## config.mk

```make
export PLATFORM = sky130hd
export DESIGN_NAME = mux4_rr_arbiter
export DESIGN_NICKNAME = d
export VERILOG_FILES = /design/src/rtl/mux4_rr_arbiter_pkg.sv /design/src/rtl/mux4_rr_arbiter_mux4.sv /design/src/rtl/mux4_rr_arbiter.sv
export SDC_FILE = /design/constraint.sdc
export NUM_CORES = 1
export LEC_CHECK = 0
export CAP_MARGIN = 20
export CORE_AREA = 2 2 131 133
export DETAILED_ROUTE_END_ITERATION = 12
export DIE_AREA = 0 0 133 135
export PLACE_DENSITY = 0.78
export SETUP_SLACK_MARGIN = 0.3
export SYNTH_ARGS = -nofsm -noshare
export SYNTH_HDL_FRONTEND = slang
export SYNTH_SLANG_ARGS = --single-unit
export TNS_END_PERCENT = 10
```

## constraint.sdc

```tcl
create_clock -name clk -period 2.9 [get_ports clk]
set_input_delay 0.29 -clock clk [delete_from_list [all_inputs] [get_ports clk]]
set_output_delay 0.29 -clock clk [all_outputs]
set_load 0.05 [all_outputs]
```

## src/rtl/mux4_rr_arbiter_pkg.sv

```systemverilog
// Shared types and helpers for the four-way round-robin mux arbiter.
// Holds the FSM state encoding, the round-robin search and the timeout counter width.
package mux4_rr_arbiter_pkg;

    typedef enum logic {
        IDLE   = 1'b0,
        LOCKED = 1'b1
    } arb_state_t;

    // A TIMEOUT of 1 would otherwise give a zero-width counter.
    function automatic int tcnt_w(input int timeout);
        return (timeout > 2) ? $clog2(timeout) : 1;
    endfunction

    // First requesting index, starting at ptr and wrapping modulo 4.
    function automatic logic [1:0] next_grant(input logic [3:0] req, input logic [1:0] ptr);
        logic [1:0] idx;
        logic       found;
        next_grant = ptr;
        found      = 1'b0;
        for (int k = 0; k < 4; k++) begin
            idx = ptr + k[1:0];
            if (!found && req[idx]) begin
                next_grant = idx;
                found      = 1'b1;
            end
        end
    endfunction

    function automatic logic [3:0] onehot4(input logic [1:0] idx);
        return 4'b0001 << idx;
    endfunction

endpackage

```

## src/rtl/mux4_rr_arbiter_mux4.sv

```systemverilog
// Plain N-bit 4:1 datapath mux, steered by the arbiter's registered select.
module mux4 #(
    parameter int N = 64
) (
    input  logic [N-1:0] d0,
    input  logic [N-1:0] d1,
    input  logic [N-1:0] d2,
    input  logic [N-1:0] d3,
    input  logic [1:0]   s,
    output logic [N-1:0] y
);

    // Select one of the four requester words.
    always_comb begin
        y = {N{1'b0}};
        case (s)
            2'd0:    y = d0;
            2'd1:    y = d1;
            2'd2:    y = d2;
            2'd3:    y = d3;
            default: y = {N{1'b0}};
        endcase
    end

endmodule

```

## src/rtl/mux4_rr_arbiter.sv

```systemverilog
// Round-robin arbiter sharing one 4:1 mux; a granted requester holds the mux until
// its last beat or until it has been idle for TIMEOUT cycles.
module mux4_rr_arbiter
    import mux4_rr_arbiter_pkg::*;
#(
    parameter int N       = 64,
    parameter int TIMEOUT = 16
) (
    input  logic         clk,
    input  logic         reset,
    input  logic [3:0]   req,
    input  logic [3:0]   last,
    input  logic [N-1:0] d0,
    input  logic [N-1:0] d1,
    input  logic [N-1:0] d2,
    input  logic [N-1:0] d3,
    output logic [3:0]   gnt,
    output logic [1:0]   sel,
    output logic         out_valid,
    output logic [N-1:0] out_data,
    input  logic         out_ready
);

    localparam int TW = tcnt_w(TIMEOUT);

    arb_state_t      state_r, state_nxt_s;
    logic [3:0]      gnt_r, gnt_nxt_s;
    logic [1:0]      sel_r, sel_nxt_s;
    logic [1:0]      ptr_r, ptr_nxt_s;
    logic [TW-1:0]   tcnt_r, tcnt_nxt_s;
    logic            out_valid_r, out_valid_nxt_s;
    logic [N-1:0]    out_data_r, out_data_nxt_s;
    logic [N-1:0]    mux_y_s;
    logic [1:0]      grant_idx_s;
    logic            fire_s;
    logic            release_s;

    assign grant_idx_s = next_grant(req, ptr_r);

    mux4 #(.N(N)) u_mux (
        .d0 (d0),
        .d1 (d1),
        .d2 (d2),
        .d3 (d3),
        .s  (sel_r),
        .y  (mux_y_s)
    );

    // Next-state, grant, timeout and output-stage logic.
    always_comb begin
        state_nxt_s     = state_r;
        gnt_nxt_s       = gnt_r;
        sel_nxt_s       = sel_r;
        ptr_nxt_s       = ptr_r;
        tcnt_nxt_s      = tcnt_r;
        fire_s          = 1'b0;
        release_s       = 1'b0;
        case (state_r)
            IDLE: begin
                if (|req) begin
                    gnt_nxt_s   = onehot4(grant_idx_s);
                    sel_nxt_s   = grant_idx_s;
                    tcnt_nxt_s  = {TW{1'b0}};
                    state_nxt_s = LOCKED;
                end else begin
                    state_nxt_s = IDLE;
                end
            end
            LOCKED: begin
                fire_s = req[sel_r] & (~out_valid_r | out_ready);
                if (fire_s) begin
                    tcnt_nxt_s = {TW{1'b0}};
                    release_s  = last[sel_r];
                end else if (!req[sel_r]) begin
                    if (tcnt_r == TW'(TIMEOUT - 1)) begin
                        tcnt_nxt_s = {TW{1'b0}};
                        release_s  = 1'b1;
                    end else begin
                        tcnt_nxt_s = tcnt_r + TW'(1);
                    end
                end else begin
                    // Stalled by the output stage: the idle timer does not run.
                    tcnt_nxt_s = tcnt_r;
                end
                if (release_s) begin
                    gnt_nxt_s   = 4'b0000;
                    ptr_nxt_s   = sel_r + 2'd1;
                    state_nxt_s = IDLE;
                end else begin
                    state_nxt_s = LOCKED;
                end
            end
            default: begin
                gnt_nxt_s   = 4'b0000;
                state_nxt_s = IDLE;
            end
        endcase

        // A drain in the same cycle as a fire simply reloads the stage.
        if (fire_s) begin
            out_valid_nxt_s = 1'b1;
            out_data_nxt_s  = mux_y_s;
        end else if (out_valid_r && out_ready) begin
            out_valid_nxt_s = 1'b0;
            out_data_nxt_s  = out_data_r;
        end else begin
            out_valid_nxt_s = out_valid_r;
            out_data_nxt_s  = out_data_r;
        end
    end

    // State and output registers.
    always_ff @(posedge clk or posedge reset) begin
        if (reset) begin
            state_r     <= IDLE;
            gnt_r       <= 4'b0000;
            sel_r       <= 2'd0;
            ptr_r       <= 2'd0;
            tcnt_r      <= {TW{1'b0}};
            out_valid_r <= 1'b0;
            out_data_r  <= {N{1'b0}};
        end else begin
            state_r     <= state_nxt_s;
            gnt_r       <= gnt_nxt_s;
            sel_r       <= sel_nxt_s;
            ptr_r       <= ptr_nxt_s;
            tcnt_r      <= tcnt_nxt_s;
            out_valid_r <= out_valid_nxt_s;
            out_data_r  <= out_data_nxt_s;
        end
    end

    assign gnt       = gnt_r;
    assign sel       = sel_r;
    assign out_valid = out_valid_r;
    assign out_data  = out_data_r;

endmodule

```

Word-level counts from Yosys, hierarchy flattened
Cells that the tools add are included.
{ "classes": {"add_sub_neg": 5, "n_mul": 0, "div_mod_pow": 0, "n_lt_le_gt_ge": 5, "eq_ne": 7, "shift": 1, "mux": 37, "bitwise": 4, "reduce_logical": 14} }
{ "op_table": {"columns": ["op", "count"], "rows": [
  ["$pmux W64 S4", 1],
  ["$mux W4", 6],
  ["$mux W1", 18],
  ["$pmux W4 S2", 2],
  ["$lt A2 B3 Y1 const B", 5],
  ["$bmux W1 S2", 6],
  ["$reduce_and A2 Y1", 4],
  ["$mux W2", 3],
  ["$add A2 B1 Y2 const B", 2],
  ["$add A2 B2 Y2 const B", 2],
  ["$add A4 B1 Y4 const B", 1],
  ["$eq A2 B2 Y1 const B", 2],
  ["$eq A4 B4 Y1 const B", 1],
  ["$logic_and A1 B1 Y1", 4],
  ["$reduce_or A4 Y1", 1],
  ["$shl A1 B2 Y4 const A", 1],
  ["$logic_not A1 Y1", 3],
  ["$ne A3 B2 Y1 const B", 1],
  ["$eq A2 B1 Y1 const B", 1],
  ["$logic_not A2 Y1", 1],
  ["$ne A2 B1 Y1 const B", 1],
  ["$ne A2 B2 Y1 const B", 1],
  ["$not A1 Y1", 2],
  ["$pmux W1 S2", 1],
  ["3 further kinds", 3]
]} }
{ "totals": {"register_bits": 78, "latchBits": 0, "ram_bits": 0, "romBits": 0, "input_bits": 267, "mem_count": 0} }

Logic depth before layout (Yosys ltp)
{ "logic_depth": {"word_depth": 15, "depth_mapped": 8, "mapped_depth_nobuf": 6} }

Cells and area by module
From an unflattened synthesis, not the netlist that was laid out.
{ "unflattened": {"cells_unflattened": 307, "hier_area_um2": 4981.0} }
{ "modules_own_cells": {"columns": ["module", "n_inst", "cells_each", "area_per_inst_um2", "seq_area_each_um2"], "rows": [
  ["mux4_rr_arbiter", 1, 229, 3358.2, 1951.9],
  ["mux4", 1, 78, 1622.8, 0.0]
]} }

Least setup slack after synthesis
Ideal clock, no wire load.
{ "synth_path": {"path_kind": "register to register", "start": "reg sel_r[0] (netlist: sel[0])", "end": "reg ptr_r[1]", "arrival_time_ns": 2.079, "required_ns": 2.773, "slack_ns": 0.694, "stages_incl_launch_ff": 7, "n_path_buf": 1, "synth_period_minus_slack_ns": 2.206, "cell_sequence": "dfrtp_1 -> mux4_2 -> buf_6 -> a31oi_4 -> a31oi_4 -> nand2_2 -> mux2_1"} }
{ "synth_via": {"elab_chain_cells": 6, "word_cells_on_any_way": 10} }
{ "synth_lines": {"columns": ["item", "line_no", "text"], "rows": [
  ["start, declared", "mux4_rr_arbiter.sv:28", "logic [1:0] sel_r, sel_nxt_s;"],
  ["start signal, assigned", "mux4_rr_arbiter.sv:125", "sel_r <= sel_nxt_s;"],
  ["$bmux W1 S2", "mux4_rr_arbiter.sv:70, mux4_rr_arbiter.sv:74", null],
  ["$mux W1 (implied by the code)", "mux4_rr_arbiter.sv:70, mux4_rr_arbiter.sv:74", null],
  ["$mux W1 / $and A1 B1 Y1 (equally long branches)", "mux4_rr_arbiter.sv:74, mux4_rr_arbiter.sv:70", null],
  ["$mux W1", "mux4_rr_arbiter.sv:71", "if (fire_s) begin"],
  ["$mux W1", "mux4_rr_arbiter.sv:58", "case (state_r)"],
  ["$reduce_and A2 Y1 (no line)", null, null],
  ["end signal, assigned", "mux4_rr_arbiter.sv:126", "ptr_r <= ptr_nxt_s;"],
  ["end, declared", "mux4_rr_arbiter.sv:29", "logic [1:0] ptr_r, ptr_nxt_s;"]
]} }
Parallel ways exist; a longest one is shown, timed or not. The select of a mux whose other input is x is not followed.
A chain may end at the register's enable or synchronous reset.

Worst setup path after layout
{ "layout_path": {"start": "reg sel_r[0] (netlist: sel[0])", "end": "reg out_data_r[42] (netlist: out_data[42])"} }
{ "layout_via": {"elab_chain_cells": 4, "word_cells_on_any_way": 9} }
{ "layout_lines": {"columns": ["item", "line_no", "text"], "rows": [
  ["$bmux W1 S2", "mux4_rr_arbiter.sv:70", "fire_s = req[sel_r] & (~out_valid_r | out_ready);"],
  ["$mux W1 (implied by the code)", "mux4_rr_arbiter.sv:70", null],
  ["$and A1 B1 Y1", "mux4_rr_arbiter.sv:70", null],
  ["$mux W1", "mux4_rr_arbiter.sv:58", null],
  ["end signal, assigned", "mux4_rr_arbiter.sv:121", "out_data_r <= {N{1'b0}};"],
  ["end signal, assigned", "mux4_rr_arbiter.sv:129", "out_data_r <= out_data_nxt_s;"],
  ["end, declared", "mux4_rr_arbiter.sv:32", "logic [N-1:0] out_data_r, out_data_nxt_s;"]
]} }
Parallel ways exist; a longest one is shown, timed or not. The select of a mux whose other input is x is not followed.

==> impl_metrics.env <==
export IMPL_status="finished, final reports clean"
export IMPL_worstReg2RegEnd="out_data[42]"
export IMPL_hp_class="input pin to async pin"
export IMPL_drt_total_wl_um=18800
export IMPL_p_leak_nw=3.32
export IMPL_seq_area_frac_synth_pct=43.4
export IMPL_clock_latency_ps=340
export IMPL_cp_depth=7
export IMPL_antenna_found_initial=0
export IMPL_cts_max_path_buffers=2
export IMPL_synth_seq_cells=78
export IMPL_rrSetupSlack_ps=700
export IMPL_netlist_instances=523
export IMPL_start_util_pct=27.4
export IMPL_avgSynthCellArea_um2=8.60
export IMPL_cp_num_buf_inv=2
export IMPL_synthTopCellsByArea="dfrtp_1 43%, a222oi_1 14%, a21oi_1 7.8%, o21ai_0 7.1%, nand2_1 6.1%"
export IMPL_slew_violations=0
export IMPL_cts_tree="yes"
export IMPL_fp_coreArea_um2=16400
export IMPL_vdd_ir_drop_max_mv=0.455
export IMPL_hold_viol_final=0
export IMPL_p_total_w=0.00855
export IMPL_area_growth_pct=86.6
export IMPL_postRouteAntennaNets=0
export IMPL_drv_cap=0
export IMPL_post_drt_wl_per_cell_um=17.7
export IMPL_ios=338
export IMPL_end_kind="register"
export IMPL_dpl_hpwl_um=14600
export IMPL_netlist_area_um2=4500
export IMPL_grt_pass1_vias=5367
export IMPL_die_x_um=133
export IMPL_slowest_stage="dfrtp_1"
export IMPL_nets=1108
export IMPL_netlist_area_leader_share_pct=43.4
export IMPL_vias=5371
export IMPL_cts_made_buffers=9
export IMPL_ys_async_sr_fraction_pct=100
export IMPL_cts_resized=0
export IMPL_start_kind="register"
export IMPL_grt_max_degree=89
export IMPL_gp_congestion=0.782
export IMPL_dominantRegCellSynth="dfrtp_1"
export IMPL_synthDistinctLibCells=37
export IMPL_ctsHoldBuffers=0
export IMPL_cp_slowest_stage_delay_ps=530
export IMPL_worst_slew_pin_slew_ps=659
export IMPL_layout_commonest_cell="clkdlybuf4s50_1"
export IMPL_cts_htree_levels=3
export IMPL_layout_min_cycle_time_ps=2200
export IMPL_synth_nets=795
export IMPL_cts_sinks=78
export IMPL_grt_pass1_wl_um=28600
export IMPL_critPathTopFamily="compound AO/OA/AOI/OAI gates"
export IMPL_drc_errors=0
export IMPL_path_cells="inv_1, ha_2, buf_4, a222oi_1, nor2_1, a21oi_1, o21ai_0"
export IMPL_min_period_over_period_pct=75.8
export IMPL_path_class="register to register"
export IMPL_relSlewSlack_pct=56.1
export IMPL_critical_path_max_fanout=25
export IMPL_die_area_um2=18000
export IMPL_first_pass_iters=7
export IMPL_drive_above_1_share_pct=5.95
export IMPL_die_height_um=135
export IMPL_post_cts_repair_setup_buffers=0
export IMPL_r2r_cells=7
export IMPL_cp_arrival_ps=2400
export IMPL_vias_per_cell=5.06
export IMPL_required_ps=3110
export IMPL_tns_ps=0
export IMPL_placed_cell_area_um2=8100
export IMPL_r2r_start="sel[0]"
export IMPL_layout_common_cells="337 x clkdlybuf4s50_1, 78 x dfrtp_1, 73 x nand2_1, 70 x a21oi_1, 69 x nor2_1"
export IMPL_rows=47
export IMPL_synth_edf_count=0
export IMPL_yosysTopAreaCell="dfrtp_1"
export IMPL_rsz0062_at_grt="false"
export IMPL_portBuffers=337
export IMPL_yosysWarningCount=0
export IMPL_power_density_nw_per_um2=1020
export IMPL_final_setup_skew_ps=9.29
export IMPL_diodes=0
export IMPL_grtUsageTotal_pct=20.5
export IMPL_stdcell_area_um2=8390
export IMPL_final_setup_viol_count=0
export IMPL_fmax_mhz=455
export IMPL_first_iter_violations=426
export IMPL_clkTransAtPathRegs_ps=70
export IMPL_clock_root_buffer="clkbuf_16"
export IMPL_grt_overflow_total=0
## logic make-up (layout without fill, tap and decap cells)
group	after synthesis	count (layout)	share of synthesized area, %
adder cells (fa/ha/maj)	5	5	1.39
AND/OR/NAND/NOR	158	158	14.2
buffers and inverters	57	375	5.87
multiplexers	6	6	1.84
AO/OA/AOI/OAI	219	219	33.3
flip-flops	78	78	43.4
## state kept, by name, indices dropped and copies added, names as in the netlist
register	flops
tcnt_r	4
out_data	64
out_valid	1
state_r	1
sel	2
ptr_r	2
gnt	4
## worst register-to-register path, stage by stage (launching register included)
cell	delay, ps
dfrtp_1	530
inv_1	190
ha_2	320
buf_4	260
a222oi_1	380
nor2_1	80
a21oi_1	200
o21ai_0	100
## cell usage after synthesis, types with 3 or more instances
library cell / count
o21ai_0: 64
a21oi_1: 70
a222oi_1: 64
mux2_2: 3
nor2b_1: 4
buf_1: 9
buf_6: 5
ha_1: 5
nand2_1: 73
a22o_1: 3
clkbuf_1: 27
nor2_1: 69
o21ai_1: 7
buf_2: 6
clkbuf_2: 4
dfrtp_1: 78
inv_1: 6
## per-stage QoR
step	utilization [%]	hold WS (ps)	setup slack, ps	std cells
5_1_grt	51.1	359	516	1061
2_1_floorplan	-	471	615	523
6_report	51.1	302	703	1061
3_3_place_gp	49.4	461	638	1045
3_5_place_dp	49.4	469	598	1045
4_1_cts	51.1	316	636	1061
## metal layers
layer / global-route usage (%) / vias up / part of all wire [%] / wire length, um
met4: 9.08 / 0 / 2.9 / 554
met2: 35.2 / 259 / 49 / 9120
met1: 24.5 / 2478 / 40 / 7440
li1: - / 2598 / - / -
met3: 5.07 / 36 / 8.9 / 1680
met5: 0 / - / 0 / 0
## where the power goes
part / internal (W) / switching (W)
combinational: 0.00208 / 0.00354
sequential: 0.00155 / 0.000300
clock: 0.000607 / 0.000471
## final cells by class
class                           instances  area, um2
Fill cell                            1525       8020
Timing Repair Buffer                  353       3540
Multi-Input combinational cell        388       2310
Sequential cell                        78       1950
Tap cell                              220        275
Clock buffer                           10        239
Clock inverter                          6       46.3
Inverter                                6       23.8
## how the worst max path moves through the flow
| stage | end | start |
|---|---|---|
| final | out_data[42] | sel[0] |
| after global routing | out_data[10] | sel[1] |
| after CTS | out_data[42] | sel[0] |
| after detailed placement | ptr_r[1] | req[3] |
| after global placement | ptr_r[1] | req[3] |
| after floorplan | gnt[0] | reset |
Power figures use the tool's default switching activity.
